[config.mk]
export PLATFORM = sky130hd
export DESIGN_NAME = yutorina_bus_arbiter
export DESIGN_NICKNAME = d
export VERILOG_FILES = /design/src/rtl/yutorina_bus_arbiter_pkg.sv /design/src/rtl/yutorina_rr_pick.sv /design/src/rtl/yutorina_bus_arbiter.sv
export SDC_FILE = /design/constraint.sdc
export NUM_CORES = 1
export LEC_CHECK = 0
export ABC_AREA = 1
export CAP_MARGIN = 20
export CORE_AREA = 4 4 41 43
export DETAILED_ROUTE_END_ITERATION = 12
export DIE_AREA = 0 0 45 47
export GPL_TIMING_DRIVEN = 0
export HOLD_SLACK_MARGIN = 0.03
export PLACE_DENSITY = 0.73
export SLEW_MARGIN = 20
export SYNTH_ARGS = -nofsm -noshare
export SYNTH_HDL_FRONTEND = slang
export SYNTH_SLANG_ARGS = --single-unit
[constraint.sdc]
create_clock -name clk -period 2.5 [get_ports clk]
set_clock_uncertainty 0.05 [all_clocks]
set_input_delay 0.375 -clock clk [delete_from_list [all_inputs] [get_ports clk]]
set_output_delay 0.375 -clock clk [all_outputs]
set_load 0.01 [all_outputs]
[src/rtl/yutorina_bus_arbiter_pkg.sv]
// Shared definitions for the round-robin bus arbiter: limits, active-low levels,
// arbiter state encoding and the owner-index width helper.
package yutorina_bus_arbiter_pkg;

  localparam int unsigned BUS_MASTER_MAX      = 8;
  localparam int unsigned BUS_TIMEOUT_DEFAULT = 255;

  // Active-low request/grant levels
  localparam logic ENABLE_  = 1'b0;
  localparam logic DISABLE_ = 1'b1;

  typedef enum logic {
    BUS_ARB_STATE_IDLE,
    BUS_ARB_STATE_GRANT
  } bus_arb_state_e;

  function automatic int unsigned bus_owner_bits(input int unsigned n);
    return (n > 1) ? $clog2(n) : 1;
  endfunction

endpackage

[src/rtl/yutorina_rr_pick.sv]
// Combinational rotating-priority picker: first active request scanning
// last+1, last+2, ... wrapping mod N and ending with last itself.
module yutorina_rr_pick
  import yutorina_bus_arbiter_pkg::*;
#(
  parameter int unsigned N = 4,
  parameter int unsigned W = bus_owner_bits(N)
) (
  input  logic [N-1:0] req,
  input  logic [W-1:0] last,
  output logic         valid,
  output logic [W-1:0] winner
);

  logic [W-1:0] cand;

  // Scan from the farthest offset down so the nearest requester wins last.
  always_comb begin
    valid  = 1'b0;
    winner = last;
    cand   = '0;
    for (int unsigned off = N; off >= 1; off--) begin
      cand = W'((32'(last) + off) % N);
      if (req[cand]) begin
        valid  = 1'b1;
        winner = cand;
      end
    end
  end

endmodule

[src/rtl/yutorina_bus_arbiter.sv]
// Round-robin bus arbiter with active-low req_/grnt_ handshake, owner select and
// bus-busy flag. Optional grant watchdog enabled by macro BUS_ARB_TIMEOUT_EN.
module yutorina_bus_arbiter
  import yutorina_bus_arbiter_pkg::*;
#(
  parameter int unsigned N_MASTERS      = 4,
  parameter int unsigned TIMEOUT_CYCLES = BUS_TIMEOUT_DEFAULT
) (
  input  logic                                 clk,
  input  logic                                 rst,
  input  logic [N_MASTERS-1:0]                 req_,
  output logic [N_MASTERS-1:0]                 grnt_,
  output logic [bus_owner_bits(N_MASTERS)-1:0] owner,
  output logic                                 bus_busy,
  output logic                                 arb_timeout
);

  localparam int unsigned W = bus_owner_bits(N_MASTERS);

  if (N_MASTERS < 2 || N_MASTERS > BUS_MASTER_MAX || TIMEOUT_CYCLES < 1) begin : g_bad_params
    $error("yutorina_bus_arbiter: unsupported N_MASTERS or TIMEOUT_CYCLES");
  end

  bus_arb_state_e         state;
  logic [N_MASTERS-1:0]   req;
  logic                   owner_req;
  logic                   pick_valid;
  logic [W-1:0]           pick_winner;
  logic [N_MASTERS-1:0]   grant_mask;

  assign req       = ~req_;
  assign owner_req = req[owner];

  yutorina_rr_pick #(
    .N (N_MASTERS),
    .W (W)
  ) u_pick (
    .req    (req),
    .last   (owner),
    .valid  (pick_valid),
    .winner (pick_winner)
  );

  always_comb begin
    grant_mask              = {N_MASTERS{DISABLE_}};
    grant_mask[pick_winner] = ENABLE_;
  end

`ifdef BUS_ARB_TIMEOUT_EN
  localparam int unsigned     CW        = $clog2(TIMEOUT_CYCLES + 1);
  localparam logic [CW-1:0]   HOLD_LAST = CW'(TIMEOUT_CYCLES - 1);
  logic [CW-1:0]              hold_cnt;
`endif

  always_ff @(posedge clk) begin
    if (rst) begin
      state       <= BUS_ARB_STATE_IDLE;
      grnt_       <= '1;
      owner       <= '0;
      bus_busy    <= 1'b0;
      arb_timeout <= 1'b0;
`ifdef BUS_ARB_TIMEOUT_EN
      hold_cnt    <= '0;
`endif
    end else begin
      arb_timeout <= 1'b0;
      case (state)
        BUS_ARB_STATE_IDLE: begin
          if (pick_valid) begin
            state    <= BUS_ARB_STATE_GRANT;
            grnt_    <= grant_mask;
            owner    <= pick_winner;
            bus_busy <= 1'b1;
`ifdef BUS_ARB_TIMEOUT_EN
            hold_cnt <= '0;
`endif
          end
        end
        BUS_ARB_STATE_GRANT: begin
          // The owner's own request is inactive on release, so the scan from
          // owner+1 never picks it; on expiry it stays eligible but comes last.
          if (!owner_req) begin
            if (pick_valid) begin
              grnt_ <= grant_mask;
              owner <= pick_winner;
            end else begin
              state    <= BUS_ARB_STATE_IDLE;
              grnt_    <= '1;
              bus_busy <= 1'b0;
            end
`ifdef BUS_ARB_TIMEOUT_EN
            hold_cnt <= '0;
          end else if (hold_cnt == HOLD_LAST) begin
            arb_timeout <= 1'b1;
            grnt_       <= grant_mask;
            owner       <= pick_winner;
            hold_cnt    <= '0;
          end else begin
            hold_cnt <= hold_cnt + CW'(1);
`endif
          end
        end
      endcase
    end
  end

endmodule

Yosys cells after proc, flatten, opt, wreduce, memory -nomap -nowiden. Cells that the tools add are included.

Reductions and logical operators: 3. Bitwise gates (word level): 3. Add/subtract/negate cells: 4. Eq/ne operators: 3. Mux-type cells: 34. $lt $le $gt $ge: 7.

Operator list (count): $lt 2x3->1 const B (6); $mux 1 (15); $mux 2 (6); $mux 4 (3); $bmux 1 s2 (5); $not 4->4 (2); $pmux 4 s2 (1); $ne 2x2->1 const B (3); $add 2x1->2 const B (2); $add 2x2->2 const B (2); $pmux 1 s2 (2); $pmux 2 s2 (1); $reduce_and 3->1 (1); $demux 1 s2 (1); $ge 2x1->1 const B (1); $reduce_and 2->1 (1); $logic_and 1x1->1 (1); $not 1->1 (1).

Logic and storage cells: 58. Output and inout bits: 8. Bits in registers: 8. Bits of input ports: 6.

Logic depth before layout (Yosys ltp). Gate-level depths: netlist of run 1.

Word-level depth: 15. Depth in mapped cells: 13. Gate-level depth less buffers: 12.

Hierarchy. Synthesis of run 1 repeated with hierarchy kept, for this count alone.

Cell total of the unflattened synthesis: 108. Area total of the unflattened synthesis: 633.1 µm².

By module, submodules not included: yutorina_bus_arbiter (sequential area each 160.2 µm², area an instance 419.2 µm², cells each 62, times used 1); yutorina_rr_pick (sequential area each 0.0 µm², area an instance 214.0 µm², cells each 46, times used 1).

Least setup slack after synthesis of run 1. OpenSTA, ideal clock, no wires.

Path kind: register to register. Start point: register owner[0]. End point: register grnt_[0]. Library setup time: 0.115 ns. Path buffers: 1. Stages on the path, launching flop included: 13. Arrival time: 1.268 ns. Clock period less this slack: 1.432 ns. Path slack: 1.068 ns. Required time: 2.335 ns. Path through: dfxtp_1 -> buf_6 -> inv_8 -> nand2_2 -> nand2_1 -> nand2_1 -> nand2_2 -> nor2_4 -> nand3_2 -> nand2_2 -> inv_2 -> nand2_1 -> nand2_1.

Cells in the longest elaborated chain, start to end: 15. Elaborated cells on any way between the ends: 35. Classes of those cells: add/sub: 4; order compare: 2; eq/ne: 2; mux: 24; bitwise: 1; reduce/logical: 2.

RTL lines: start: declaration (RTL line yutorina_bus_arbiter.sv:13) `output logic [bus_owner_bits(N_MASTERS)-1:0] owner,`; start signal: assignment (RTL line yutorina_bus_arbiter.sv:72) `owner <= pick_winner;`; start signal: assignment (RTL line yutorina_bus_arbiter.sv:85) `owner <= pick_winner;`; $add 2x1->2 (RTL line yutorina_rr_pick.sv:23) `cand = W'((32'(last) + off) % N);`; $bmux 1 s2 (RTL line yutorina_rr_pick.sv:24) `if (req[cand]) begin`; $mux 1 (not written as such) (RTL line yutorina_rr_pick.sv:24); $mux 2 (4 in a row) (RTL line yutorina_rr_pick.sv:24); $lt 2x3->1 (not written as such) or $ge 2x1->1 (tied branches) (RTL line yutorina_bus_arbiter.sv:46) `grant_mask[pick_winner] = ENABLE_;`; $logic_and 1x1->1 (not written as such) (RTL line yutorina_bus_arbiter.sv:46); $mux 1 (not written as such) (RTL line yutorina_bus_arbiter.sv:46); $demux 1 s2 (RTL line yutorina_bus_arbiter.sv:46); $not 4->4 (no line); $mux 4 (RTL line yutorina_bus_arbiter.sv:83) `if (pick_valid) begin`; $mux 4 (RTL line yutorina_bus_arbiter.sv:82) `if (!owner_req) begin`; $pmux 4 s2 (RTL line yutorina_bus_arbiter.sv:67) `case (state)`; end signal: assignment (RTL line yutorina_bus_arbiter.sv:71) `grnt_ <= grant_mask;`; end signal: assignment (RTL line yutorina_bus_arbiter.sv:84) `grnt_ <= grant_mask;`; end: declaration (RTL line yutorina_bus_arbiter.sv:12) `output logic [N_MASTERS-1:0] grnt_,`.

Parallel ways exist; a longest one is shown, timed or not. The select of a mux whose other input is x is not followed. A chain may end at the register's enable or synchronous reset.

Worst setup path after layout of run 1.
Start point: input port req_[3]. End point: register grnt_[0].

Cells in the longest elaborated chain, start to end: 15. Elaborated cells on any way between the ends: 32. Classes of those cells: order compare: 2; eq/ne: 2; mux: 24; bitwise: 2; reduce/logical: 2.

RTL lines: start: declaration (RTL line yutorina_bus_arbiter.sv:11) `input logic [N_MASTERS-1:0] req_,`; $not 4->4 * (RTL line yutorina_bus_arbiter.sv:31) `assign req = ~req_;`; $bmux 1 s2 (RTL line yutorina_rr_pick.sv:24); $mux 1 (not written as such) (RTL line yutorina_rr_pick.sv:24); $mux 2 (4 in a row) (RTL line yutorina_rr_pick.sv:24); $lt 2x3->1 (not written as such) or $ge 2x1->1 (tied branches) (RTL line yutorina_bus_arbiter.sv:46); $logic_and 1x1->1 (not written as such) (RTL line yutorina_bus_arbiter.sv:46); $mux 1 (not written as such) (RTL line yutorina_bus_arbiter.sv:46); $demux 1 s2 (RTL line yutorina_bus_arbiter.sv:46); $not 4->4 (no line); $mux 4 (RTL line yutorina_bus_arbiter.sv:83); $mux 4 (RTL line yutorina_bus_arbiter.sv:82); $pmux 4 s2 (RTL line yutorina_bus_arbiter.sv:67).

Mark *: on every way between the ends. The rest lies on a longest branch, timed or not. The select of a mux whose other input is x is not followed.

==> out/results.ini, run 1 <==
[job]
maxCapViolations=0

[die]
die_y_microns=47
die_x_microns=45
rows=13
io_pins=14
core_sq_um=1300
start_util=0.490
dieArea_sq_um=2120

[placement]
pre_cts_slack_ns=0.557
dpl.hpwl_microns=1080
portBuffers=12
routabilityCongestion=0.810

[detailed_routing]
postRouteWirelength_microns=1400
avgRoutedWirePerCell_microns=10.1
drc=0
ant_nets=0
drt-initial-drc-count=15
vias=676
via_per_inst=4.90
dr.pass1.iters=4

[clock_tree]
numCtsBuffers=3
cts_setup_buffers=0
cts_buffer_depth=2
h-tree-depth=1
cts-root-buf=clkbuf_4
clock-sinks=8
cts_resized=0
cts_hold_buf=0
tritoncts=yes
clkTransAtPathRegs_ns=0.05
clk_latency_ns=0.25

[logic_synthesis]
ys_seq_area_frac=0.251
syn_area_per_cell_sq_um=5.91
yosys_warnings=0
syn_area_sq_um=638
synth_cell_types=16
ys_ff_latch=8
synth_nets=114
syn_inst=108

[finish]
sequential_cell_area_sq_um=160
num-fill-cells=148
fin_nets=131
area_growth_pct=25.3
drive_gt1_frac=0.187
final_common_cell=nand2_1
multi_input_area_sq_um=395
final_cell_mix=nand2_1 (45), clkdlybuf4s50_1 (12), nand3_1 (11)
antenna_cells=0

[power_and_ir_drop]
swShare=0.504
p_leak_nw=0.427
max-vdd-ir-drop_uv=632
clockPowerShare=0.091
seqPwrFrac=0.185
p_per_area_nw_per_um2=1350
power.total_w=0.00108
p_comb_frac=0.724
power.internal_w=0.000534
p_switching_w=0.000542

[global_routing]
grt.total_usage=0.151
grt_max_degree=11
grt_antenna_before_repair=0
grt_pass1_wl_microns=2370
first_global_vias=604
grt-ovfl-total=0

[worst_setup_path]
r2r_setup_slack_ns=0.94
cpMostUsedCell=nand2_1
critPathMaxStageDelay_ns=0.50
crit_chain=clkdlybuf4s50_1 > inv_1 > nand2_2 > nand2_1 > nand2_1 > nand2_2 > nor2_4 > nand3_2 > nand2_2 > inv_2 > nand2_1 > nand2_1
critPathArrivalTime_ns=1.79
cp_data_required_time_ns=2.60
r2r-start=owner[0]
cp-end-kind=flop
path_class=in -> reg
startpoint=req_[3]
cp-start-kind=input pin
cp_max_fo=5
slowest_stage=clkdlybuf4s50_1

[min_path]
min_from=grnt_[2]
min_path_type=reg -> reg

[outcome]
status=completed

[timing]
max_clock_freq_mhz=591
rsz0062_at_grt=false
period_share=0.676
fin_crit_ns=1.69
setup_viol=0
final_max_slew_viol_count=0
finalHoldViolations=0
postLayoutSetupSlackWorst_ns=0.809
setup_tns_ns=0

[stage by stage]
stage	hold slack [ns]	instance area (sq um)	instances	utilization
after detailed placement	0.408	777	135	0.597
after global placement	0.401	777	135	0.597
after CTS	0.420	800	138	0.614
final	0.416	800	138	0.614
after global routing	0.433	800	138	0.614
after floorplan	0.406	638	108	-
[layout make-up]
type	instances	share of cell area
plain buffers	3	0.0376
clock buffers	3	0.0282
inverters	12	0.0657
multi-input cells	85	0.495
flip-flops and latches	8	0.200
well taps	15	0.0235
repair buffers	12	0.150
[power groups by stage]
stage	Sequential, W	Clock (W)	Combinational, W
5_1_grt	0.000206	0.000113	0.000876
4_1_cts	0.000200	0.000104	0.000776
2_1_floorplan	0.000220	0	0.000572
6_report	0.000199	0.0000981	0.000778
3_5_place_dp	0.000202	0	0.000770
3_3_place_gp	0.000200	0	0.000757
[cell usage after synthesis]
master    n  area, sq um
nand2_1  45          169
inv_8     1         11.3
buf_6     2         22.5
nor2_4    2         22.5
and2_1    1         6.26
conb_1    1         3.75
nand2_2   9         56.3
inv_1     8         30.0
buf_4     1         7.51
o21ai_1   1         5.00
nand3_1  11         55.1
inv_2     3         11.3
a21oi_1   7         35.0
nor2_1    6         22.5
nand3_2   2         20.0
dfxtp_1   8          160
[final timing paths]
| kind | to | depth (start not counted) |
|---|---|---|
| worst max-delay path | grnt_[0] | 12 |
| worst max register to register | grnt_[0] | 12 |
| worst min register to register | grnt_[2] | 2 |
| worst min-delay path | grnt_[2] | 2 |
[cells by family after synthesis]
group                  count (synthesis)  share of synthesized area
AO/OA/AOI/OAI                          8                     0.0627
buffers and inverters                 15                      0.129
flip-flops                             8                      0.251
other                                  1                    0.00588
AND/OR/NAND/NOR                       76                      0.551
[state kept, by name (all words and copies together) (netlist names)]
| name | flops |
|---|---|
| grnt_ | 4 |
| owner | 2 |
| bus_busy | 1 |
| state | 1 |
[critical path, delay by kind of cell]
family	cells	cell delay [ns]
simple gates	9	0.80
buf+inv	3	0.62
[per-layer routing]
metal	track usage	wire (microns)	vias up	share of wire
met2	0.243	628	10	0.45
met3	0.0460	63	4	0.045
met4	0.0526	15	0	0.011
met1	0.190	687	297	0.49
li1	-	-	365	-
met5	0	0	-	0
No activity file was read; power rests on OpenSTA's default activity.
==> run 2, diff against run 1 <==
CORE_AREA = unset   (was 4 4 41 43)
CORE_MARGIN = 4   (was unset)
CORE_UTILIZATION = 48   (was unset)
DIE_AREA = unset   (was 0 0 45 47)
clock period = 1.7 ns   (was 2.5 ns; I/O delays follow)
==> run 2 against run 1 <==
  * Via count is 4.3% higher
  * Critical endpoint is now grnt_[2]
  * Sequential share of layout area is 0.094 points lower
  * Cell count down 0.72%
  * Global-route usage grew 1.5 points
  * Combinational power rose by 48%
  * Flip-flop and latch count stayed put
  * Count of clock-buffer cells in the layout unchanged
  * Power is 48% higher
  * Setup slack worse by 0.66 ns
  * Largest power group unchanged
  * First-iteration DRC count increased by 20%
  * Wire length fell by 1.1%
==> out/results.ini, run 2 (same netlist as run 1, synthesis figures left out) <==
[worst_setup_path]
reg2regPathDepth=12
critPathArrivalTime_ns=1.64
r2r_setup_slack_ns=0.16
cp-end-kind=flop
slowest_stage=clkdlybuf4s50_1
cp-start-kind=input pin
path_class=in -> reg
critPathMaxStageDelay_ns=0.50
r2r-start=owner[0]
cpMostUsedCell=nand2_1
r2r-end=grnt_[2]
cp_data_required_time_ns=1.79
cp_max_fo=5
crit_chain=clkdlybuf4s50_1 > inv_1 > nand2_2 > nand2_1 > nand2_1 > nand2_2 > nor2_4 > nand3_2 > nand2_2 > inv_2 > nand2_1 > nand2_1

[timing]
rsz0062_at_grt=false
period_share=0.910
max_clock_freq_mhz=646
finalHoldViolations=0
setup_viol=0
final_max_slew_viol_count=0
fin_crit_ns=1.55
setup_tns_ns=0

[clock_tree]
cts-root-buf=clkbuf_4
cts_setup_buffers=0
numCtsBuffers=3
cts_buffer_depth=2
cts_resized=0
clock-sinks=8
clk_latency_ns=0.26
h-tree-depth=1
cts_hold_buf=0
tritoncts=yes
clkTransAtPathRegs_ns=0.05

[global_routing]
grt_antenna_before_repair=0
grt_max_degree=11
grt.total_usage=0.165
grt-ovfl-total=0
first_global_vias=596
grt_pass1_wl_microns=2490

[finish]
num-fill-cells=121
regMostFlops=grnt_
drive_gt1_frac=0.203
fin_nets=131
final_cells=137
antenna_cells=0
final_cell_mix=nand2_1 (43), clkdlybuf4s50_1 (12), nand3_1 (11), nand2_2 (11)
multi_input_area_sq_um=400
largest_register_ffs=4
final_util=0.686
sequential_cell_area_sq_um=160
final_common_cell=nand2_1
largest_registers=grnt_: 4 flops, owner: 2 flops
area_growth_pct=25.9

[job]
maxCapViolations=0

[detailed_routing]
vias=705
avgRoutedWirePerCell_microns=10.1
drt-initial-drc-count=18
via_per_inst=5.15
ant_nets=0
dr.pass1.iters=4
drc=0
postRouteWirelength_microns=1380

[placement]
dpl.cell_count=134
routabilityCongestion=0.784
dpl.hpwl_microns=1090
portBuffers=12

[min_path]
hold_path_end=grnt_[2]
min_from=grnt_[2]
hold_depth=2
min_path_type=reg -> reg

[power_and_ir_drop]
p_leak_nw=0.427
p_per_area_nw_per_um2=1980
max-vdd-ir-drop_uv=944

[die]
core_sq_um=1170
io_pins=14
dieArea_sq_um=1980
die_y_microns=44.5
die_x_microns=44.5
start_util=0.545
rows=12

[outcome]
status=completed

[run 2: cell type report]
class / instances / area share
timing repair buffer: 12 / 0.150
multi-input combinational: 85 / 0.498
sequential: 8 / 0.199
inverter: 12 / 0.0654
clock buffer: 3 / 0.0280
tap: 14 / 0.0218
buffer: 3 / 0.0374
[run 2: metal layers]
metal,share of wire,vias to the layer above,wire length [microns],GRT usage
met5,0,-,0,0
met4,0,0,0,0.0181
met3,0.092,0,127,0.0610
met2,0.48,34,659,0.258
met1,0.43,308,592,0.223
li1,-,363,-,-
[run 2: metrics by stage]
stage	hold WS [ns]	setup WS [ns]	power [W]	cell area (sq um)
2_1_floorplan	0.286	0.268	0.00117	638
3_3_place_gp	0.400	-0.0810	0.00141	776
3_5_place_dp	0.409	-0.0983	0.00143	776
4_1_cts	0.420	0.155	0.00158	798
5_1_grt	0.451	0.00638	0.00176	803
6_report	0.418	0.153	0.00159	803
[run 2: how the worst max path moves through the flow]
stage / cells past startpoint / from / slack, ns / to
6_report: 12 / req_[3] / 0.15 / grnt_[2]
3_3_place_gp: 12 / req_[3] / -0.08 / grnt_[2]
4_1_cts: 12 / owner[0] / 0.15 / grnt_[2]
5_1_grt: 12 / owner[0] / 0.006 / grnt_[2]
3_5_place_dp: 12 / req_[3] / -0.1 / grnt_[2]
2_1_floorplan: 12 / owner[0] / 0.27 / grnt_[0]
[run 2: report_power, final]
part	internal, W	switching (W)	leakage [nW]
clock	0.0000806	0.0000617	0.0138
sequential	0.000257	0.0000364	0.0667
combinational	0.000451	0.000703	0.347
total	0.000789	0.000801	0.427
[run 2: critical path, delay by kind of cell]
| kind | cells | cell delay [ns] |
|---|---|---|
| buffers and inverters | 3 | 0.62 |
| AND/OR/NAND/NOR | 9 | 0.75 |
==> run 3, diff against run 2 <==
clock period = 1.6 ns   (was 1.7 ns; I/O delays follow)
==> run 3 against run 2 <==
  * Clock power increased by 6%
  * Setup slack lost 0.067 ns
  * Non-clock buffer count increased by 6
  * Critical path depth stayed put
  * Flip-flop and latch count did not move
  * Via count rose by 5.2%
  * Largest cell class unchanged
==> out/results.ini, run 3 (same netlist as run 1, synthesis figures left out) <==
[global_routing]
grt.total_usage=0.165
grt-ovfl-total=0
first_global_vias=596
grt_pass1_wl_microns=2490
grt_max_degree=11
grt_antenna_before_repair=0

[clock_tree]
tritoncts=yes
cts_buffer_depth=2
clk_latency_ns=0.26
h-tree-depth=1
clock-sinks=8
numCtsBuffers=3
cts-root-buf=clkbuf_4
cts_hold_buf=0
clkTransAtPathRegs_ns=0.05

[finish]
fin_nets=137
area_growth_pct=39.6
drive_gt1_frac=0.341
num-fill-cells=104
regMostFlops=grnt_
final_common_cell=nand2_1
final_cell_mix=nand2_1 (34), nand2_2 (19), clkdlybuf4s50_1 (10)
largest_register_ffs=4
largest_registers=grnt_: 4 flops, owner: 2 flops
antenna_cells=0

[min_path]
min_path_type=reg -> reg

[die]
io_pins=14
core_sq_um=1170
die_x_microns=44.5
start_util=0.545
rows=12
die_y_microns=44.5
dieArea_sq_um=1980

[placement]
routabilityCongestion=0.784
dpl.hpwl_microns=1090
pre_cts_slack_ns=-0.183
portBuffers=12

[outcome]
status=completed

[timing]
timing.hold.ws_ns=0.420
final_max_slew_viol_count=0
fin_crit_ns=1.51
max_clock_freq_mhz=661
rsz0062_at_grt=true
postLayoutSetupSlackWorst_ns=0.0863
finalHoldViolations=0
setup_viol=0
period_share=0.946
setup_tns_ns=0

[detailed_routing]
avgRoutedWirePerCell_microns=10.8
drc=0
dr.pass1.iters=4
via_per_inst=5.19
ant_nets=0
postRouteWirelength_microns=1540
drt-initial-drc-count=26
vias=742

[worst_setup_path]
cp_data_required_time_ns=1.69
cp_max_fo=8
critPathArrivalTime_ns=1.60
cp-end-kind=flop
cp-start-kind=flop
path_class=reg -> reg

[power_and_ir_drop]
max-vdd-ir-drop_uv=1020
p_per_area_nw_per_um2=2110
p_leak_nw=0.483

[job]
maxCapViolations=0

==> run 3: cell types whose count changed in the layout (fill, tap and decap cells not counted), sizes merged <==
cell | previous run | this run
buf | 3 | 9
clkdlybuf4s50 | 12 | 10
dlymetal6s2s | 0 | 2
==> run 3: final timing paths <==
check / from / end / slack, ns / cells past startpoint
max: owner[1] / grnt_[2] / 0.09 / 12
min: grnt_[2] / grnt_[2] / 0.42 / 2
max reg2reg: owner[1] / grnt_[2] / 0.09 / 12
min reg2reg: grnt_[2] / grnt_[2] / 0.42 / 2
==> run 3: where the power goes <==
group	internal, W	leakage, nW	switching, W	total [W]
clock network	0.0000856	0.0138	0.0000653	0.000151
logic	0.000576	0.402	0.000831	0.00141
registers	0.000278	0.0672	0.0000412	0.000319
==> run 3: layer usage <==
| metal | share of wire | routed length, microns | global-route usage | vias to the layer above |
|---|---|---|---|---|
| li1 | - | - | - | 376 |
| met1 | 0.45 | 689 | 0.223 | 332 |
| met2 | 0.48 | 742 | 0.258 | 34 |
| met3 | 0.073 | 112 | 0.0610 | 0 |
| met4 | 0 | 0 | 0.0181 | 0 |
| met5 | 0 | 0 | 0 | - |
==> run 3: worst max-delay path: stages (launching register included) <==
cell     delay, ns
dfxtp_2       0.33
buf_6         0.13
inv_2         0.06
nand2_1       0.06
nand2_2       0.08
nand2_2       0.09
nand2_2       0.07
nor2_4        0.15
nand3_2       0.11
nand2_4       0.11
inv_2         0.06
nand2_1       0.07
nand2_1       0.04
==> run 3: layout make-up <==
type	instances	area (sq um)	area share
multi-input cells	85	438	0.492
repair buffers	18	168	0.188
flip-flops and latches	8	163	0.183
inverters	12	52.6	0.0590
plain buffers	3	30.0	0.0337
clock buffers	3	22.5	0.0253
well taps	14	17.5	0.0197
==> run 3: what timing repair did <==
| action | in CTS | in global routing |
|---|---|---|
| buffers inserted | 0 | 5 |
| gates resized for setup | 0 | 18 |
| setup endpoints to repair | 0 | 6 |
==> run 3: stage by stage <==
step	util	instance area, sq um	cells	power [W]
finish	0.761	891	143	0.00188
global route	0.761	891	143	0.00206
CTS	0.682	798	137	0.00168
detailed placement	0.662	776	134	0.00152
global placement	0.662	776	134	0.00149
floorplan	-	638	108	0.00124
